--- src/rtl/uart_bus_master_pkg.sv ---
// Shared constants, FSM state types and bus payload for the UART debug bus master.
package uart_bus_master_pkg;

  localparam int unsigned DEF_CLKS_PER_BIT = 271;
  localparam int unsigned DEF_BUS_TIMEOUT  = 1024;

  localparam logic [7:0] OP_WR   = 8'h57;
  localparam logic [7:0] OP_RD   = 8'h52;
  localparam logic [7:0] RSP_OK  = 8'h4B;
  localparam logic [7:0] RSP_ERR = 8'h45;

  typedef enum logic [2:0] {
    ST_IDLE,
    ST_ADDR,
    ST_DATA,
    ST_BUS_REQ,
    ST_BUS_RVALID,
    ST_RESP
  } state_e;

  typedef enum logic [1:0] {
    RX_IDLE,
    RX_START,
    RX_DATA,
    RX_STOP
  } rx_state_e;

  // Payload presented on the bus while req is high.
  typedef struct packed {
    logic        we;
    logic [3:0]  be;
    logic [31:0] addr;
    logic [31:0] wdata;
  } bus_req_t;

  // Build a full-word request payload.
  function automatic bus_req_t make_req(input logic we, input logic [31:0] addr,
                                        input logic [31:0] wdata);
    bus_req_t r;
    r.we    = we;
    r.be    = 4'hF;
    r.addr  = addr;
    r.wdata = wdata;
    return r;
  endfunction

endpackage

--- src/rtl/uart_bus_master_if.sv ---
// CPU-side data/control bus between the debug master and the arbiter/slave.
interface uart_bus_master_if;

  logic        req;
  logic        we;
  logic [3:0]  be;
  logic [31:0] addr;
  logic [31:0] wdata;
  logic        gnt;
  logic        rvalid;
  logic [31:0] rdata;

  modport master (
    output req, we, be, addr, wdata,
    input  gnt, rvalid, rdata
  );

  modport slave (
    input  req, we, be, addr, wdata,
    output gnt, rvalid, rdata
  );

endinterface

--- src/rtl/uart_byte_tx.sv ---
// 8N1 byte serializer; ready also rises in the final stop-bit cycle so bytes chain without a gap.
module uart_byte_tx
  import uart_bus_master_pkg::*;
#(
  parameter int unsigned CLKS_PER_BIT = DEF_CLKS_PER_BIT
) (
  input  logic       clk_i,
  input  logic       rst_i,
  input  logic       start_i,
  input  logic [7:0] data_i,
  output logic       ready_c_o,
  output logic       tx_o
);

  localparam int unsigned BAUD_W = $clog2(CLKS_PER_BIT);
  localparam logic [BAUD_W-1:0] BAUD_MAX = BAUD_W'(CLKS_PER_BIT - 1);

  logic [BAUD_W-1:0] cnt_q;
  logic [3:0]        bit_q;
  logic [8:0]        shift_q;
  logic              busy_q;
  logic              tx_q;

  assign ready_c_o = !busy_q || ((bit_q == 4'd9) && (cnt_q == BAUD_MAX));
  assign tx_o      = tx_q;

  // Bit sequencer: start bit, 8 data bits LSB first, stop bit.
  always_ff @(posedge clk_i) begin
    if (rst_i) begin
      cnt_q   <= '0;
      bit_q   <= '0;
      shift_q <= '0;
      busy_q  <= 1'b0;
      tx_q    <= 1'b1;
    end else if (start_i && ready_c_o) begin
      cnt_q   <= '0;
      bit_q   <= '0;
      shift_q <= {1'b1, data_i};
      busy_q  <= 1'b1;
      tx_q    <= 1'b0;
    end else if (busy_q) begin
      if (cnt_q == BAUD_MAX) begin
        cnt_q <= '0;
        if (bit_q == 4'd9) begin
          busy_q <= 1'b0;
          tx_q   <= 1'b1;
        end else begin
          tx_q    <= shift_q[0];
          shift_q <= {1'b1, shift_q[8:1]};
          bit_q   <= bit_q + 4'd1;
        end
      end else begin
        cnt_q <= cnt_q + BAUD_W'(1);
      end
    end
  end

endmodule

--- src/rtl/uart_bus_master.sv ---
// UART command bridge: decodes 'W'/'R' frames into single bus transactions and replies over TX.
module uart_bus_master
  import uart_bus_master_pkg::*;
#(
  parameter int unsigned CLKS_PER_BIT = DEF_CLKS_PER_BIT,
  parameter int unsigned BUS_TIMEOUT  = DEF_BUS_TIMEOUT
) (
  input  logic                Clk,
  input  logic                Rst,
  input  logic                RX,
  output logic                TX,
  uart_bus_master_if.master   bus,
  output logic                busy,
  output logic                frm_err
);

  localparam int unsigned BAUD_W = $clog2(CLKS_PER_BIT);
  localparam logic [BAUD_W-1:0] BAUD_MAX = BAUD_W'(CLKS_PER_BIT - 1);
  localparam logic [BAUD_W-1:0] RX_HALF  = BAUD_W'(CLKS_PER_BIT / 2);
  localparam int unsigned TMO_W = (BUS_TIMEOUT > 1) ? $clog2(BUS_TIMEOUT) : 1;
  localparam logic [TMO_W-1:0] TMO_MAX = TMO_W'(BUS_TIMEOUT - 1);

  // RX deserializer state
  logic              rx_meta_q, rx_sync_q, rx_prev_q;
  rx_state_e         rx_state_q;
  logic [BAUD_W-1:0] rx_cnt_q;
  logic [2:0]        rx_bit_q;
  logic [7:0]        rx_shift_q;
  logic              frm_err_q;
  logic              rx_done_c;
  logic              frm_err_c;

  // Command FSM state
  state_e            state_q;
  logic              busy_q;
  logic              is_wr_q;
  logic [1:0]        byte_cnt_q;
  logic [31:0]       cmd_addr_q;
  logic [23:0]       cmd_data_q;
  logic              req_q;
  bus_req_t          bus_q;
  logic [TMO_W-1:0]  tmo_q;
  logic [39:0]       resp_buf_q;
  logic [2:0]        resp_left_q;

  logic              tx_ready_c;
  logic              tx_start_c;

  assign busy      = busy_q;
  assign frm_err   = frm_err_q;
  assign bus.req   = req_q;
  assign bus.we    = bus_q.we;
  assign bus.be    = bus_q.be;
  assign bus.addr  = bus_q.addr;
  assign bus.wdata = bus_q.wdata;

  // Stop-bit sample outcomes, seen by the command FSM on the same edge.
  assign rx_done_c = (rx_state_q == RX_STOP) && (rx_cnt_q == BAUD_MAX) && rx_sync_q;
  assign frm_err_c = (rx_state_q == RX_STOP) && (rx_cnt_q == BAUD_MAX) && !rx_sync_q;

  assign tx_start_c = (state_q == ST_RESP) && (resp_left_q != 3'd0) && tx_ready_c;

  // Two-flop synchronizer plus one delay stage for falling-edge detection.
  always_ff @(posedge Clk) begin
    if (Rst) begin
      rx_meta_q <= 1'b1;
      rx_sync_q <= 1'b1;
      rx_prev_q <= 1'b1;
    end else begin
      rx_meta_q <= RX;
      rx_sync_q <= rx_meta_q;
      rx_prev_q <= rx_sync_q;
    end
  end

  // Frame receiver: start-bit recheck at half bit, mid-bit data and stop sampling.
  always_ff @(posedge Clk) begin
    if (Rst) begin
      rx_state_q <= RX_IDLE;
      rx_cnt_q   <= '0;
      rx_bit_q   <= '0;
      rx_shift_q <= '0;
      frm_err_q  <= 1'b0;
    end else begin
      frm_err_q <= 1'b0;
      case (rx_state_q)
        RX_IDLE: begin
          rx_cnt_q <= '0;
          if (rx_prev_q && !rx_sync_q) rx_state_q <= RX_START;
        end
        RX_START: begin
          if (rx_cnt_q == RX_HALF) begin
            rx_cnt_q   <= '0;
            rx_bit_q   <= '0;
            rx_state_q <= rx_sync_q ? RX_IDLE : RX_DATA;
          end else begin
            rx_cnt_q <= rx_cnt_q + BAUD_W'(1);
          end
        end
        RX_DATA: begin
          if (rx_cnt_q == BAUD_MAX) begin
            rx_cnt_q   <= '0;
            rx_shift_q <= {rx_sync_q, rx_shift_q[7:1]};
            rx_bit_q   <= rx_bit_q + 3'd1;
            if (rx_bit_q == 3'd7) rx_state_q <= RX_STOP;
          end else begin
            rx_cnt_q <= rx_cnt_q + BAUD_W'(1);
          end
        end
        RX_STOP: begin
          if (rx_cnt_q == BAUD_MAX) begin
            rx_cnt_q   <= '0;
            rx_state_q <= RX_IDLE;
            frm_err_q  <= !rx_sync_q;
          end else begin
            rx_cnt_q <= rx_cnt_q + BAUD_W'(1);
          end
        end
        default: rx_state_q <= RX_IDLE;
      endcase
    end
  end

  // Command FSM: collects fields, drives the bus request, then queues the response bytes.
  always_ff @(posedge Clk) begin
    if (Rst) begin
      state_q     <= ST_IDLE;
      busy_q      <= 1'b0;
      is_wr_q     <= 1'b0;
      byte_cnt_q  <= '0;
      cmd_addr_q  <= '0;
      cmd_data_q  <= '0;
      req_q       <= 1'b0;
      bus_q       <= '0;
      tmo_q       <= '0;
      resp_buf_q  <= '0;
      resp_left_q <= '0;
    end else begin
      case (state_q)
        ST_IDLE: begin
          if (rx_done_c && ((rx_shift_q == OP_WR) || (rx_shift_q == OP_RD))) begin
            is_wr_q    <= (rx_shift_q == OP_WR);
            byte_cnt_q <= '0;
            busy_q     <= 1'b1;
            state_q    <= ST_ADDR;
          end
        end
        ST_ADDR: begin
          if (frm_err_c) begin
            busy_q  <= 1'b0;
            state_q <= ST_IDLE;
          end else if (rx_done_c) begin
            cmd_addr_q <= {cmd_addr_q[23:0], rx_shift_q};
            byte_cnt_q <= byte_cnt_q + 2'd1;
            if (byte_cnt_q == 2'd3) begin
              if (is_wr_q) begin
                state_q <= ST_DATA;
              end else begin
                req_q   <= 1'b1;
                bus_q   <= make_req(1'b0, {cmd_addr_q[23:0], rx_shift_q}, 32'h0);
                tmo_q   <= '0;
                state_q <= ST_BUS_REQ;
              end
            end
          end
        end
        ST_DATA: begin
          if (frm_err_c) begin
            busy_q  <= 1'b0;
            state_q <= ST_IDLE;
          end else if (rx_done_c) begin
            cmd_data_q <= {cmd_data_q[15:0], rx_shift_q};
            byte_cnt_q <= byte_cnt_q + 2'd1;
            if (byte_cnt_q == 2'd3) begin
              req_q   <= 1'b1;
              bus_q   <= make_req(1'b1, cmd_addr_q, {cmd_data_q, rx_shift_q});
              tmo_q   <= '0;
              state_q <= ST_BUS_REQ;
            end
          end
        end
        ST_BUS_REQ: begin
          if (bus.gnt) begin
            req_q <= 1'b0;
            bus_q <= '0;
            tmo_q <= '0;
            if (is_wr_q) begin
              resp_buf_q  <= {RSP_OK, 32'h0};
              resp_left_q <= 3'd1;
              state_q     <= ST_RESP;
            end else begin
              state_q <= ST_BUS_RVALID;
            end
          end else if (tmo_q == TMO_MAX) begin
            req_q       <= 1'b0;
            bus_q       <= '0;
            resp_buf_q  <= {RSP_ERR, 32'h0};
            resp_left_q <= 3'd1;
            state_q     <= ST_RESP;
          end else begin
            tmo_q <= tmo_q + TMO_W'(1);
          end
        end
        ST_BUS_RVALID: begin
          if (bus.rvalid) begin
            resp_buf_q  <= {RSP_OK, bus.rdata};
            resp_left_q <= 3'd5;
            state_q     <= ST_RESP;
          end else if (tmo_q == TMO_MAX) begin
            resp_buf_q  <= {RSP_ERR, 32'h0};
            resp_left_q <= 3'd1;
            state_q     <= ST_RESP;
          end else begin
            tmo_q <= tmo_q + TMO_W'(1);
          end
        end
        ST_RESP: begin
          if (tx_start_c) begin
            resp_buf_q  <= {resp_buf_q[31:0], 8'h00};
            resp_left_q <= resp_left_q - 3'd1;
          end else if ((resp_left_q == 3'd0) && tx_ready_c) begin
            busy_q  <= 1'b0;
            state_q <= ST_IDLE;
          end
        end
        default: begin
          busy_q  <= 1'b0;
          state_q <= ST_IDLE;
        end
      endcase
    end
  end

  uart_byte_tx #(
    .CLKS_PER_BIT(CLKS_PER_BIT)
  ) u_tx (
    .clk_i     (Clk),
    .rst_i     (Rst),
    .start_i   (tx_start_c),
    .data_i    (resp_buf_q[39:32]),
    .ready_c_o (tx_ready_c),
    .tx_o      (TX)
  );

endmodule

--- src/flat_wrapper.sv ---
// flat-port wrapper written by rule: the top's interface ports become plain ports
module uart_bus_master_flat import uart_bus_master_pkg::*;
#(
  parameter int unsigned CLKS_PER_BIT = DEF_CLKS_PER_BIT,
  parameter int unsigned BUS_TIMEOUT  = DEF_BUS_TIMEOUT
)
  (Clk, Rst, RX, TX, busy, frm_err, bus_req, bus_we, bus_be, bus_addr, bus_wdata, bus_gnt, bus_rvalid, bus_rdata);
  uart_bus_master_if bus_i ();
  input  logic Clk;
  input  logic Rst;
  input  logic RX;
  output logic TX;
  output logic busy;
  output logic frm_err;
  output wire logic [$bits(bus_i.req)-1:0] bus_req;
  output wire logic [$bits(bus_i.we)-1:0] bus_we;
  output wire logic [$bits(bus_i.be)-1:0] bus_be;
  output wire logic [$bits(bus_i.addr)-1:0] bus_addr;
  output wire logic [$bits(bus_i.wdata)-1:0] bus_wdata;
  input wire logic [$bits(bus_i.gnt)-1:0] bus_gnt;
  input wire logic [$bits(bus_i.rvalid)-1:0] bus_rvalid;
  input wire logic [$bits(bus_i.rdata)-1:0] bus_rdata;
  assign bus_req = bus_i.req;
  assign bus_we = bus_i.we;
  assign bus_be = bus_i.be;
  assign bus_addr = bus_i.addr;
  assign bus_wdata = bus_i.wdata;
  assign bus_i.gnt = bus_gnt;
  assign bus_i.rvalid = bus_rvalid;
  assign bus_i.rdata = bus_rdata;
  uart_bus_master #(.CLKS_PER_BIT(CLKS_PER_BIT), .BUS_TIMEOUT(BUS_TIMEOUT)) u_core (.Clk(Clk), .Rst(Rst), .RX(RX), .TX(TX), .bus(bus_i), .busy(busy), .frm_err(frm_err));
endmodule
--- config.mk ---
export PLATFORM = sky130hd
export DESIGN_NAME = uart_bus_master_flat
export DESIGN_NICKNAME = d
export VERILOG_FILES = /design/src/rtl/uart_bus_master_pkg.sv /design/src/rtl/uart_bus_master_if.sv /design/src/rtl/uart_byte_tx.sv /design/src/rtl/uart_bus_master.sv /design/src/flat_wrapper.sv
export SDC_FILE = /design/constraint.sdc
export NUM_CORES = 1
export LEC_CHECK = 0
export ABC_AREA = 1
export CORE_MARGIN = 8
export CORE_UTILIZATION = 57
export DETAILED_ROUTE_END_ITERATION = 10
export GPL_TIMING_DRIVEN = 0
export PLACE_DENSITY = 0.8
export SETUP_SLACK_MARGIN = 0.2
export SYNTH_ARGS = -nofsm -noshare
export SYNTH_HDL_FRONTEND = slang
export SYNTH_HIERARCHICAL = 1
export SYNTH_SLANG_ARGS = --single-unit
--- constraint.sdc ---
create_clock -name Clk -period 2.9 [get_ports Clk]
set_input_delay 0.58 -clock Clk [delete_from_list [all_inputs] [get_ports Clk]]
set_output_delay 0.58 -clock Clk [all_outputs]
set_load 0.01 [all_outputs]
==> After elaboration in Yosys (flattened, before gate mapping) <==
Index checks and enable logic that the tools add are counted.
{ "totals": {"mem_count": 0, "wordCells": 221, "ramBits": 0, "latch_bits": 0, "mem_bits_ro": 0, "out_inout_bits": 73, "inputBits": 37, "regBits": 236} }
{ "classes": {"div_mod_pow": 0, "n_bitwise": 5, "n_mux": 93, "n_eq_ne": 44, "shift": 0, "order_cmp": 0, "reduce_logical": 45, "add_sub_neg": 7, "n_mul": 0} }
{ "ops": {"columns": ["op", "n"], "rows": [
  ["69-bit 2-to-1 mux", 9],
  ["69-bit one-hot mux with 3 select lines", 1],
  ["40-bit 2-to-1 mux", 5],
  ["40-bit one-hot mux with 3 select lines", 1],
  ["10-bit 2-to-1 mux", 10],
  ["9-bit 2-to-1 mux", 7],
  ["3-bit 2-to-1 mux", 19],
  ["10-bit one-hot mux with 4 select lines", 1],
  ["9-bit one-hot mux with 3 select lines", 1],
  ["2-bit by 1-bit != test with 1-bit output (second input constant)", 12],
  ["1-bit 2-to-1 mux", 23],
  ["9-bit by 1-bit adder with 9-bit output (second input constant)", 2],
  ["9-bit == test (second input constant)", 2],
  ["2-bit 2-to-1 mux", 9],
  ["2-bit != test (second input constant)", 9],
  ["3-bit one-hot mux with 6 select lines", 1],
  ["3-bit AND reduction", 6],
  ["9-bit AND reduction", 2],
  ["8-bit by 7-bit == test with 1-bit output (second input constant)", 2],
  ["3-bit by 1-bit != test with 1-bit output (second input constant)", 4],
  ["10-bit by 1-bit adder with 10-bit output (second input constant)", 1],
  ["10-bit == test (second input constant)", 1],
  ["1-bit logical AND", 10],
  ["5-bit AND reduction", 2],
  ["31 further kinds", 54]
]} }

==> Longest topological paths before layout <==
{ "depth": {"word_depth": 7, "mapped_depth": 18, "mapped_depth_nobuf": 14} }

==> By module <==
Netlist, hierarchy kept.
{ "by_module_without_submodules": {"columns": ["module", "area_each_um2", "seq_area_each_um2", "cells_per_inst", "n_inst"], "rows": [
  ["uart_bus_master", 8969.9, 4184.0, 1223, 1],
  ["uart_byte_tx", 1285.0, 480.5, 195, 1]
]} }

==> Worst setup path before layout <==
Ideal clock, no wire load.
{ "synth_path": {"kind": "register -> register", "start": "register u_core.u_tx.bit_q[0]", "end": "register u_core.u_tx.shift_q[0]", "synth_period_minus_slack_ns": 2.634, "setup_ns": 0.113, "arrival_time_ns": 2.521, "setup_slack_ns": 0.266, "n_path_buf": 4, "t_required_ns": 2.787, "stages_incl_launch_ff": 17, "cell_sequence": "dfxtp_1 ha_1 nand2_1 nor2_4 nand3_1 nand2_1 buf_2 nand2_1 nor2_1 clkbuf_1 buf_2 inv_1 o21ai_2 nand2_4 buf_6 nor2_1 nor2_1"} }
{ "synth_via": {"elab_chain_cells": 7, "word_cells_on_any_way": 10, "classes_between": "2 x eq/ne; 1 x mux; 7 x reduce/logical"} }
{ "synth_lines": {"columns": ["item", "line_no", "rtl"], "rows": [
  ["from (decl)", "uart_byte_tx.sv:19", "logic [3:0] bit_q;"],
  ["from (signal assigned)", "uart_byte_tx.sv:50", "bit_q <= bit_q + 4'd1;"],
  ["4-bit == test (*)", "uart_byte_tx.sv:24", "assign ready_c_o = !busy_q || ((bit_q == 4'd9) && (cnt_q == BAUD_MAX));"],
  ["1-bit logical AND (*)", "uart_byte_tx.sv:24", null],
  ["1-bit logical OR (*)", "uart_byte_tx.sv:24", null],
  ["named net u_core.tx_ready_c", "uart_bus_master.sv:46", "logic tx_ready_c;"],
  ["1-bit logical AND (*)", "uart_bus_master.sv:61", "assign tx_start_c = (state_q == ST_RESP) && (resp_left_q != 3'd0) && tx_ready_c;"],
  ["named net u_core.tx_start_c", "uart_bus_master.sv:47", "logic tx_start_c;"],
  ["1-bit logical AND (*)", "uart_byte_tx.sv:35", "end else if (start_i && ready_c_o) begin"],
  ["2-bit by 1-bit != test with 1-bit output (no line) or 2-bit nonzero test (tied branches)", null, null],
  ["3-bit AND reduction (no line)", null, null],
  ["to (signal assigned)", "uart_byte_tx.sv:38", "shift_q <= {1'b1, data_i};"],
  ["to (signal assigned)", "uart_byte_tx.sv:49", "shift_q <= {1'b1, shift_q[8:1]};"],
  ["to (decl)", "uart_byte_tx.sv:20", "logic [8:0] shift_q;"]
]} }
The timed path passes the listed nets; every way through them passes the cells marked *.
A chain may end at the register's enable or synchronous reset.

==> Worst setup path after layout <==
{ "layout_path": {"start": "register u_core.u_tx.bit_q[1]", "end": "register u_core.u_tx.shift_q[6]"} }
Same word-level chain as after synthesis.

==> metrics.txt <==
# TYPE chip_impl_metric gauge
chip_impl_metric{name="netlist_area",unit="µm²"} 10300
chip_impl_metric{name="worstSkewPairLatency",unit="ps"} 520
chip_impl_info{name="status",value="completed"} 1
chip_impl_info{name="setup.worst_path.start_class",value="register"} 1
chip_impl_metric{name="detail_route.wirelength",unit="mm"} 27.1
chip_impl_info{name="synth_flop_cell",value="sky130_fd_sc_hd__dfxtp_1"} 1
chip_impl_metric{name="ys_ff_latch",unit=""} 233
chip_impl_metric{name="globalRoute.totalOverflow",unit=""} 0
chip_impl_metric{name="hold_violations",unit=""} 0
chip_impl_metric{name="routed-via-count",unit=""} 9948
chip_impl_metric{name="synth_edf_count",unit=""} 0
chip_impl_metric{name="cts.clk_slew.worst_paths",unit="ps"} 60
chip_impl_metric{name="number_of_library_cell_types_mapped_by_synthesis",unit=""} 39
chip_impl_metric{name="drt_iter0_markers",unit=""} 917
chip_impl_info{name="biggest_area_consumer_among_synthesized_cells",value="sky130_fd_sc_hd__dfxtp_1"} 1
chip_impl_metric{name="p_clk_share",unit="%"} 39.6
chip_impl_metric{name="fin_util",unit="%"} 70.2
chip_impl_metric{name="gp_congestion",unit=""} 0.917
chip_impl_metric{name="grt_pass1_vias",unit=""} 9307
chip_impl_metric{name="final_layout_size_suffix_gt1_share",unit="%"} 7.50
chip_impl_metric{name="ant_nets",unit=""} 0
chip_impl_info{name="tritoncts",value="done"} 1
chip_impl_metric{name="vdd_drop_max",unit="V"} 0.000463
chip_impl_metric{name="post-route-cell-area",unit="µm²"} 12500
chip_impl_metric{name="synthesis.instances",unit=""} 1418
chip_impl_info{name="cts-root-buf",value="sky130_fd_sc_hd__clkbuf_16"} 1
chip_impl_metric{name="total_power",unit="mW"} 7.62
chip_impl_metric{name="die_height",unit="µm"} 150
chip_impl_metric{name="grtUsageTotal",unit="%"} 23.5
chip_impl_metric{name="holdPathStages",unit=""} 1
chip_impl_metric{name="initial_core_util",unit="%"} 57.7
chip_impl_metric{name="power_leakage",unit="nW"} 4.51
chip_impl_info{name="synth_common_cells",value="sky130_fd_sc_hd__nand2_1, sky130_fd_sc_hd__dfxtp_1, sky130_fd_sc_hd__a21oi_1"} 1
chip_impl_metric{name="finish.net_count",unit=""} 1608
chip_impl_metric{name="finalSetupViolations",unit=""} 0
chip_impl_metric{name="cts_sinks",unit=""} 233
chip_impl_metric{name="timing.reg2reg.worst_path_depth",unit=""} 17
chip_impl_metric{name="antenna_cells",unit=""} 0
chip_impl_metric{name="detail_route.wl_per_cell",unit="µm"} 15.0
chip_impl_metric{name="core_area",unit="µm²"} 17800
chip_impl_metric{name="fraction_of_registers_with_async_set_reset",unit="%"} 0
chip_impl_metric{name="power.switching_fraction",unit="%"} 28.0
chip_impl_metric{name="tritoncts.num_buffers",unit=""} 24
chip_impl_metric{name="postPlaceCellArea",unit="µm²"} 11600
chip_impl_metric{name="required",unit="ps"} 3310
chip_impl_metric{name="synthesis.nets",unit=""} 1467
chip_impl_info{name="synth.area.top_cells",value="sky130_fd_sc_hd__dfxtp_1, sky130_fd_sc_hd__nand2_1, sky130_fd_sc_hd__a21oi_1, sky130_fd_sc_hd__inv_1, sky130_fd_sc_hd__nor2_1"} 1
chip_impl_metric{name="critical_path_peak_fanout",unit=""} 11
chip_impl_metric{name="switchingPower",unit="mW"} 2.13
chip_impl_metric{name="cp.arrival",unit="ps"} 2900
chip_impl_info{name="r2r_start",value="u_core/u_tx/bit_q[1]$_SDFFE_PP0P_"} 1
chip_impl_info{name="min-delay-start",value="u_core/rx_meta_q$_SDFF_PP1_"} 1
chip_impl_metric{name="area_growth_syn_to_layout",unit="%"} 21.8
chip_impl_metric{name="detailed_place_hpwl",unit="mm"} 19.5
chip_impl_metric{name="synth.yosys.seq_area_share",unit="%"} 45.5
chip_impl_metric{name="internal-power",unit="mW"} 5.49
chip_impl_metric{name="cts_htree_levels",unit=""} 1
chip_impl_metric{name="drv_cap",unit=""} 0
chip_impl_metric{name="pin_count",unit=""} 110
chip_impl_metric{name="final_slew_viol_count",unit=""} 0
chip_impl_info{name="hold_path_end",value="u_core/rx_sync_q$_SDFF_PP1_"} 1
chip_impl_metric{name="synthesis.area_per_instance",unit="µm²"} 7.23
chip_impl_metric{name="die-width",unit="µm"} 150
chip_impl_info{name="critical_path.reg2reg.endpoint",value="u_core/u_tx/shift_q[6]$_SDFFE_PP0P_"} 1
chip_impl_metric{name="tightestPinTransition",unit="ps"} 734
chip_impl_info{name="worstSetupEndpointType",value="register"} 1
chip_impl_metric{name="cts-root-to-sink-buffers",unit=""} 3
chip_impl_metric{name="register_to_register_path_setup_slack",unit="ps"} 410
chip_impl_metric{name="timing.slew.headroom",unit="%"} 51.1
chip_impl_metric{name="grt_antenna_before_repair",unit=""} 0
chip_impl_metric{name="max_freq",unit="MHz"} 402
chip_impl_info{name="synthMostInstantiatedCell",value="sky130_fd_sc_hd__nand2_1"} 1
chip_impl_metric{name="grt_start_max_net_pins",unit=""} 14
chip_impl_metric{name="timing.clock.skew",unit="ps"} 10.1
chip_impl_metric{name="drc",unit=""} 0
chip_impl_metric{name="row_count",unit=""} 49
chip_impl_metric{name="comb_power_share",unit="%"} 16.5
chip_impl_metric{name="fin_crit",unit="ps"} 2490
chip_impl_metric{name="power_density",unit="nW/µm²"} 610
chip_impl_info{name="rsz0062_at_grt",value="false"} 1
chip_impl_metric{name="period_share",unit="%"} 85.8
chip_impl_metric{name="hold_fix_buffers_at_cts",unit=""} 0
chip_impl_info{name="timing.hold.worst.class",value="reg -> reg"} 1
chip_impl_info{name="worst-setup-path-type",value="reg -> reg"} 1
chip_impl_metric{name="dieArea",unit="µm²"} 22500
chip_impl_metric{name="portBuffers",unit=""} 109
chip_impl_metric{name="synthDominantCellAreaShare",unit="%"} 45.5
chip_impl_metric{name="sequentialPowerShare",unit="%"} 43.9
chip_impl_metric{name="drt-pass1-iter-count",unit=""} 5
chip_impl_metric{name="grt_pass1_wl",unit="mm"} 43.9
chip_impl_metric{name="yosys_warnings",unit=""} 6
chip_impl_metric{name="avgViaCountPerCell",unit=""} 5.52
chip_impl_metric{name="nFillCells",unit=""} 1575
kinds of logic (layout without fill, tap and decap cells):
logic type / Yosys count / count (layout) / share of synthesized area [%]
buf+inv: 234 / 390 / 9.60
xor+xnor: 14 / 14 / 1.20
simple gates: 587 / 587 / 24.8
compound gates: 338 / 338 / 17.4
fa+ha+maj: 12 / 12 / 1.46
flops: 233 / 233 / 45.5
critical path: stages, from the launching register on:
cell and delay (ps):
sky130_fd_sc_hd__dfxtp_1 340, sky130_fd_sc_hd__inv_1 70, sky130_fd_sc_hd__ha_1 150, sky130_fd_sc_hd__nand2_1 80
sky130_fd_sc_hd__nor2_4 140, sky130_fd_sc_hd__nand3_1 120, sky130_fd_sc_hd__nand2_2 100, sky130_fd_sc_hd__buf_6 150
sky130_fd_sc_hd__nand2_1 100, sky130_fd_sc_hd__nor2_4 190, sky130_fd_sc_hd__buf_8 130, sky130_fd_sc_hd__buf_6 130
sky130_fd_sc_hd__inv_1 60, sky130_fd_sc_hd__o21ai_2 180, sky130_fd_sc_hd__nand2_4 110, sky130_fd_sc_hd__buf_6 160
sky130_fd_sc_hd__nor2_1 110, sky130_fd_sc_hd__nor2_1 50
what timing repair did:
action	in CTS	in global routing
setup buffers	1	5
hold endpoints to repair	0	0
pin swaps	1	3
gates resized for setup	8	6
endpoints found under the setup margin	24	17
state kept, by name, summed over array words and instances, names as in the netlist, 2 cells and up, named ones only:
| register | count |
|---|---|
| u_core/cmd_data_q | 24 |
| u_core/rx_cnt_q | 9 |
| u_core/u_tx/bit_q | 4 |
| u_core/state_q | 3 |
| u_core/bus.wdata | 32 |
| u_core/cmd_addr_q | 32 |
| u_core/u_tx/cnt_q | 9 |
| u_core/bus.addr | 32 |
| u_core/u_tx/shift_q | 9 |
| u_core/rx_bit_q | 3 |
| u_core/tmo_q | 10 |
| u_core/rx_shift_q | 8 |
| u_core/byte_cnt_q | 2 |
| u_core/resp_left_q | 3 |
| u_core/resp_buf_q | 40 |
metrics by stage:
step,hold slack [ps],cells,TNS (ps),worst slack (ps)
global placement,393,1756,-3330,-264
CTS,417,1798,0,202
detailed placement,396,1756,-4870,-358
floorplan,389,1418,0,266
global route,437,1803,0,211
finish,412,1803,0,412
layout by cell type, fill, tap and decap left out, drive strengths merged:
cell / n
nor3b: 3
nor4: 1
nand4: 68
xnor2: 2
inv: 145
buf: 51
clkinv: 8
clkdlybuf4s50: 109
nor3: 6
a21oi: 188
nand2: 331
o22ai: 33
o21ai: 88
or2: 5
nand3: 49
ha: 12
o221ai: 1
dfxtp: 233
clkbuf: 76
o211ai: 1
o2111ai: 1
nand3b: 3
xor2: 12
nor2: 120
a31oi: 26
bufinv: 1
and2: 1
how the worst max path moves through the flow:
stage / start / endpoint / slack (ps) / cells after the start
floorplan: u_core/u_tx/bit_q[0]$_SDFFE_PP0P_ / u_core/u_tx/shift_q[0]$_SDFFE_PP0P_ / 270 / 16
global placement: u_core/u_tx/bit_q[0]$_SDFFE_PP0P_ / u_core/u_tx/shift_q[4]$_SDFFE_PP0P_ / -260 / 16
detailed placement: u_core/u_tx/bit_q[0]$_SDFFE_PP0P_ / u_core/u_tx/shift_q[6]$_SDFFE_PP0P_ / -360 / 16
CTS: u_core/u_tx/cnt_q[0]$_SDFFE_PP0P_ / u_core/u_tx/shift_q[6]$_SDFFE_PP0P_ / 200 / 17
global route: u_core/u_tx/cnt_q[0]$_SDFFE_PP0P_ / u_core/u_tx/shift_q[2]$_SDFFE_PP0P_ / 210 / 17
finish: u_core/u_tx/bit_q[1]$_SDFFE_PP0P_ / u_core/u_tx/shift_q[6]$_SDFFE_PP0P_ / 410 / 17
layer usage:
layer / GRT usage, % / share of wire (%)
met5: 0 / 0
met4: 7.75 / 2.3
met3: 3.64 / 6.9
met2: 40.7 / 48
met1: 29.3 / 43
power by group through the flow:
stage	registers (mW)	clock network (mW)	logic [mW]
after floorplan	3.42	0	0.811
after CTS	3.34	3.06	1.25
after detailed placement	3.41	0	1.24
after global routing	3.35	3.17	1.39
final	3.34	3.02	1.26
after global placement	3.41	0	1.22
layout make-up:
type                            count  area, µm²  area share, %
Timing Repair Buffer              115       1140           9.10
Clock inverter                      9       70.1          0.561
Buffer                             89        464           3.72
Inverter                          145        544           4.36
Sequential cell                   233       4670           37.4
Multi-Input combinational cell    951       4620           37.0
Tap cell                          229        287           2.29
Clock buffer                       32        702           5.62
Note: power is estimated with default switching activity, not from simulation.
